[src/rtl/sort_pkg.sv]
// ----------------------------------------------------------------------------
// sort_pkg
// Shared definitions for the in-RAM exchange sorter (control unit and
// datapath). Holds the default address width, the derived RAM depth and the
// control FSM state encoding.
// ----------------------------------------------------------------------------
package sort_pkg;

    // Default address width and the RAM depth derived from it. The datapath
    // status flags (zi: i==K-2, zj: j==K-1) are built against SORT_K.
    localparam int SORT_L = 4;
    localparam int SORT_K = 2 ** SORT_L;

    typedef enum logic [3:0] {
        IDLE,
        INIT_J,
        RD_A,
        LD_A,
        RD_B,
        LD_B,
        CMP,
        SWAP1,
        SWAP2,
        NEXT_J,
        NEXT_I,
        DONE
    } sort_state_t;

endpackage : sort_pkg

[src/rtl/sort_ctrl.sv]
// ----------------------------------------------------------------------------
// sort_ctrl
// Moore control unit for the in-RAM ascending exchange sort. For every i it
// compares M[i] (held in A) against each M[j], j > i, and swaps the two words
// in RAM whenever A > B. Every output is decoded from the state register
// alone.
//
// Ports
//   clk        in   rising-edge clock
//   rst        in   asynchronous, active-high reset
//   sort_req   in   start request, sampled only in IDLE
//   zi         in   datapath flag: i == K-2
//   zj         in   datapath flag: j == K-1
//   AgtB       in   datapath flag: A > B
//   busy       out  sorter owns the RAM (datapath start port)
//   done       out  one-cycle completion pulse
//   Li, Ei     out  counter i: load 0 / increment
//   Lj, Ej     out  counter j: load i+1 / increment
//   EA, EB     out  load register A / B from RAM read data
//   Csel       out  RAM address select (0: i, 1: j)
//   Bout       out  RAM write data select (0: A, 1: B)
//   Wr         out  RAM write strobe
//   swap_cnt   out  number of swaps in the last run (2*L bits)
//
// Build option
//   SORT_CTRL_SWAP_CNT_EN  when defined, adds the swap_cnt port and its
//                          counter. FSM behaviour is the same either way.
// ----------------------------------------------------------------------------
module sort_ctrl
    import sort_pkg::*;
#(
    parameter int L = SORT_L
) (
    input  logic           clk,
    input  logic           rst,
    input  logic           sort_req,
    input  logic           zi,
    input  logic           zj,
    input  logic           AgtB,
    output logic           busy,
    output logic           done,
    output logic           Li,
    output logic           Ei,
    output logic           Lj,
    output logic           Ej,
    output logic           EA,
    output logic           EB,
    output logic           Csel,
    output logic           Bout,
    output logic           Wr
`ifdef SORT_CTRL_SWAP_CNT_EN
    ,
    output logic [2*L-1:0] swap_cnt
`endif
);

    sort_state_t state_q;
    // Set by a swap: M[i] changed, so A must be re-read before the next
    // compare unless the pass is ending anyway (INIT_J re-reads A then).
    logic        reload_a_q;

`ifdef SORT_CTRL_SWAP_CNT_EN
    localparam logic [2*L-1:0] CNT_ONE = {{(2*L-1){1'b0}}, 1'b1};
    logic [2*L-1:0] swap_cnt_q;
`endif

    always_ff @(posedge clk or posedge rst) begin
        if (rst) begin
            state_q    <= IDLE;
            reload_a_q <= 1'b0;
`ifdef SORT_CTRL_SWAP_CNT_EN
            swap_cnt_q <= '0;
`endif
        end else begin
            case (state_q)
                IDLE: begin
                    if (sort_req) begin
                        state_q <= INIT_J;
`ifdef SORT_CTRL_SWAP_CNT_EN
                        swap_cnt_q <= '0;
`endif
                    end
                end
                INIT_J: begin
                    reload_a_q <= 1'b0;
                    state_q    <= RD_A;
                end
                RD_A:  state_q <= LD_A;
                LD_A:  state_q <= RD_B;
                RD_B:  state_q <= LD_B;
                LD_B:  state_q <= CMP;
                CMP:   state_q <= AgtB ? SWAP1 : NEXT_J;
                SWAP1: state_q <= SWAP2;
                SWAP2: begin
                    reload_a_q <= 1'b1;
                    state_q    <= NEXT_J;
`ifdef SORT_CTRL_SWAP_CNT_EN
                    swap_cnt_q <= swap_cnt_q + CNT_ONE;
`endif
                end
                NEXT_J: begin
                    // j is incremented here even on the last compare; the
                    // wrapped value is never used because INIT_J reloads j.
                    if (zj) begin
                        state_q <= NEXT_I;
                    end else if (reload_a_q) begin
                        reload_a_q <= 1'b0;
                        state_q    <= RD_A;
                    end else begin
                        state_q <= RD_B;
                    end
                end
                NEXT_I: state_q <= zi ? DONE : INIT_J;
                DONE:   state_q <= IDLE;
                default: state_q <= IDLE;
            endcase
        end
    end

    // Output decode. Each RAM read keeps its address for two states (RD_x,
    // LD_x) so a registered-read RAM has its data ready when the load fires.
    always_comb begin
        busy = 1'b0;
        done = 1'b0;
        Li   = 1'b0;
        Ei   = 1'b0;
        Lj   = 1'b0;
        Ej   = 1'b0;
        EA   = 1'b0;
        EB   = 1'b0;
        Csel = 1'b0;
        Bout = 1'b0;
        Wr   = 1'b0;
        case (state_q)
            IDLE:   Li = 1'b1;
            INIT_J: begin busy = 1'b1; Lj = 1'b1; end
            RD_A:   begin busy = 1'b1; Csel = 1'b0; end
            LD_A:   begin busy = 1'b1; Csel = 1'b0; EA = 1'b1; end
            RD_B:   begin busy = 1'b1; Csel = 1'b1; end
            LD_B:   begin busy = 1'b1; Csel = 1'b1; EB = 1'b1; end
            CMP:    busy = 1'b1;
            // M[j] <= A
            SWAP1:  begin busy = 1'b1; Csel = 1'b1; Bout = 1'b0; Wr = 1'b1; end
            // M[i] <= B
            SWAP2:  begin busy = 1'b1; Csel = 1'b0; Bout = 1'b1; Wr = 1'b1; end
            NEXT_J: begin busy = 1'b1; Ej = 1'b1; end
            NEXT_I: begin busy = 1'b1; Ei = 1'b1; end
            DONE:   begin done = 1'b1; Li = 1'b1; end
            default: ;
        endcase
    end

`ifdef SORT_CTRL_SWAP_CNT_EN
    assign swap_cnt = swap_cnt_q;
`endif

endmodule : sort_ctrl

[config.mk]
export PLATFORM = sky130hd
export DESIGN_NAME = sort_ctrl
export DESIGN_NICKNAME = d
export VERILOG_FILES = /design/src/rtl/sort_pkg.sv /design/src/rtl/sort_ctrl.sv
export SDC_FILE = /design/constraint.sdc
export NUM_CORES = 1
export LEC_CHECK = 0
export ABC_AREA = 1
export CORE_AREA = 2 2 39 41
export CTS_CLUSTER_SIZE = 10
export DETAILED_ROUTE_END_ITERATION = 12
export DIE_AREA = 0 0 41 43
export PLACE_DENSITY = 0.61
export SLEW_MARGIN = 25
export SYNTH_ARGS = -nofsm -noshare
export SYNTH_HDL_FRONTEND = slang
export SYNTH_SLANG_ARGS = --single-unit
export TNS_END_PERCENT = 30
[constraint.sdc]
create_clock -name clk -period 1.3 [get_ports clk]
set_input_delay 0.39 -clock clk [delete_from_list [all_inputs] [get_ports clk]]
set_output_delay 0.39 -clock clk [all_outputs]
set_load 0.1 [all_outputs]
==> impl_metrics.toml <==
[sta]
hold_viol_final = 0
fin_tns_setup_ps = -4260
setup_viol = 11
fmax_ghz = 0.577
slew_viol_final = 0
setup_ws_ps = -432
fin_crit_sh_pct = 133
max_slew_margin_pct = 83.4
tightest_slew_ps = 249
rsz0062_at_grt = "true"
period_minus_slack_ps = 1730
clock_skew_ps = 1.27

[setup_path]
worstSetupStartpointType = "flop"
arrival_ps = 1340
required_ps = 910
critPathMaxFanout = 5
worstSetupPathType = "flop to output port"
worstSetupEndpointType = "output port"

[cells_and_area]
fin_area_um2 = 1090
fill_cells = 96
final_cell_mix = "25 x buf_4, 12 x buf_12, 9 x nand2_1, 9 x nor2_4, 8 x inv_1"
insertedDiodeCount = 0
mostFrequentLayoutCell = "buf_4"
multi_input_area_um2 = 328
regArea_um2 = 129
drive_gt1_share_pct = 65.2
syn_to_final_growth_pct = 157
nets = 122

[global_routing]
grt_usage_pct = 20.7
antenna_found_initial = 0
grt_pass1_vias = 607
grt_start_max_net_pins = 7
overflow = 0
grt_pass1_wl_um = 2490

[job]
drv_cap = 0

[clock_network]
cts_buffer_depth = 2
cts_buffers = 3
root_buffer = "clkbuf_4"
cts_tree = "yes"
clock-sinks = 5
clk_pin_slew_ps = 40
ctsHoldBuffers = 0
cts_htree_levels = 1
clock_latency_ps = 240

[logic_synthesis]
syn_avg_cell_area_um2 = 6.53
yosys.cell_types.count = 17
synth_seq_cells = 5
ys_seq_area_share_pct = 29.5
synthCells = 65
synth_nets = 71
synth.cell_area_um2 = 424
ys_warn_count = 0

[run_status]
status = "complete, but fails checks"
violations = "setup timing"

[floorplanning]
core_area_um2 = 1380
initial_core_util_pct = 30.7
fp.dieH_um = 43
die_w_um = 41
dieArea_um2 = 1760
rows = 14
ioPinCount = 17

[placed_design]
place_area_um2 = 971
routabilityCongestion = 0.851
io_buffers = 16
pre_cts_slack_ps = -214
place_hpwl_um = 1160

[route]
routedWlPerCell_um = 11.3
vias = 587
post-route-drc-count = 0
drt-initial-drc-count = 8
postRouteAntennaNets = 0
first_pass_iters = 4
vias_per_cell = 4.48
totalWireLength_um = 1480

[min_path]
hold_class = "primary input to async pin"
## state kept, by name, indices dropped and copies added, names as in the netlist
signal	cells
reload_a_q	1
state_q	4
## cell families after synthesis
group / after synthesis / share of synthesized area, %
AND/OR/NAND/NOR: 40 / 49.9
buffers and inverters: 14 / 12.4
AO/OA/AOI/OAI: 6 / 8.26
flip-flops: 5 / 29.5
## per-stage QoR
step | std cells | utilization (%) | hold WS [ps]
floorplan | 65 | - | 168
global placement | 121 | 70.2 | 466
detailed placement | 121 | 70.2 | 498
CTS | 131 | 77.0 | 355
global route | 131 | 78.8 | 388
finish | 131 | 78.8 | 356
## cell type report
class | count | share of cell area (%)
Timing Repair Buffer | 46 | 48.0
Multi-Input combinational cell | 46 | 30.1
Sequential cell | 5 | 11.8
Inverter | 14 | 5.86
Clock buffer | 4 | 2.41
Tap cell | 16 | 1.84
## routing by layer
| layer | track usage, % | part of all wire, % | vias to the layer above |
|---|---|---|---|
| met1 | 23.7 | 39 | 271 |
| met5 | 0 | 0 | - |
| li1 | - | - | 301 |
| met3 | 2.62 | 2.7 | 2 |
| met4 | 8.00 | 1.1 | 0 |
| met2 | 36.3 | 57 | 13 |
## repair_timing
item,4_1_cts,5_1_grt
gates resized for setup,6,8
buffers inserted,6,0
endpoints found under the setup margin,12,16
pin swaps,3,2
## cell usage after synthesis
cell	instances	area [µm²]
a31oi_1	1	6.26
nor2_1	11	41.3
nand3_1	6	30.0
nand4_1	1	6.26
o21ai_0	1	5.00
a21oi_2	1	8.76
nand2_2	4	25.0
nor2_2	3	18.8
dfrtp_1	5	125
nand3b_1	1	7.51
inv_2	2	7.51
inv_1	12	45.0
nand2_1	10	37.5
nand2_4	1	11.3
nor2_4	3	33.8
a21oi_1	2	10.0
o21ai_1	1	5.00
## worst paths after layout
kind / from / end / slack, ps / cells past startpoint
setup / recovery: state_q[3]$_DFFE_PP0P_ / Wr / -430 / 6
hold / removal: rst / state_q[1]$_DFFE_PP0P_ / 360 / 2
setup reg to reg: state_q[2]$_DFFE_PP0P_ / reload_a_q$_DFFE_PP0P_ / 30 / 9
hold reg to reg: reload_a_q$_DFFE_PP0P_ / reload_a_q$_DFFE_PP0P_ / 490 / 2
max in group asynchronous: rst / state_q[3]$_DFFE_PP0P_ / 770 / 2
min in group clk: reload_a_q$_DFFE_PP0P_ / reload_a_q$_DFFE_PP0P_ / 490 / 2
## worst max-delay path, cell delays in order (launching register included)
cell and delay, ps:
dfrtp_2 440, buf_12 150, nand2_8 70, nor2_4 50, nor2_4 110, clkinvlp_4 110, buf_12 170
Power is left out: the tool's default activity adds up to more than one toggle a clock period on the data nets, which glitch-free logic cannot reach.
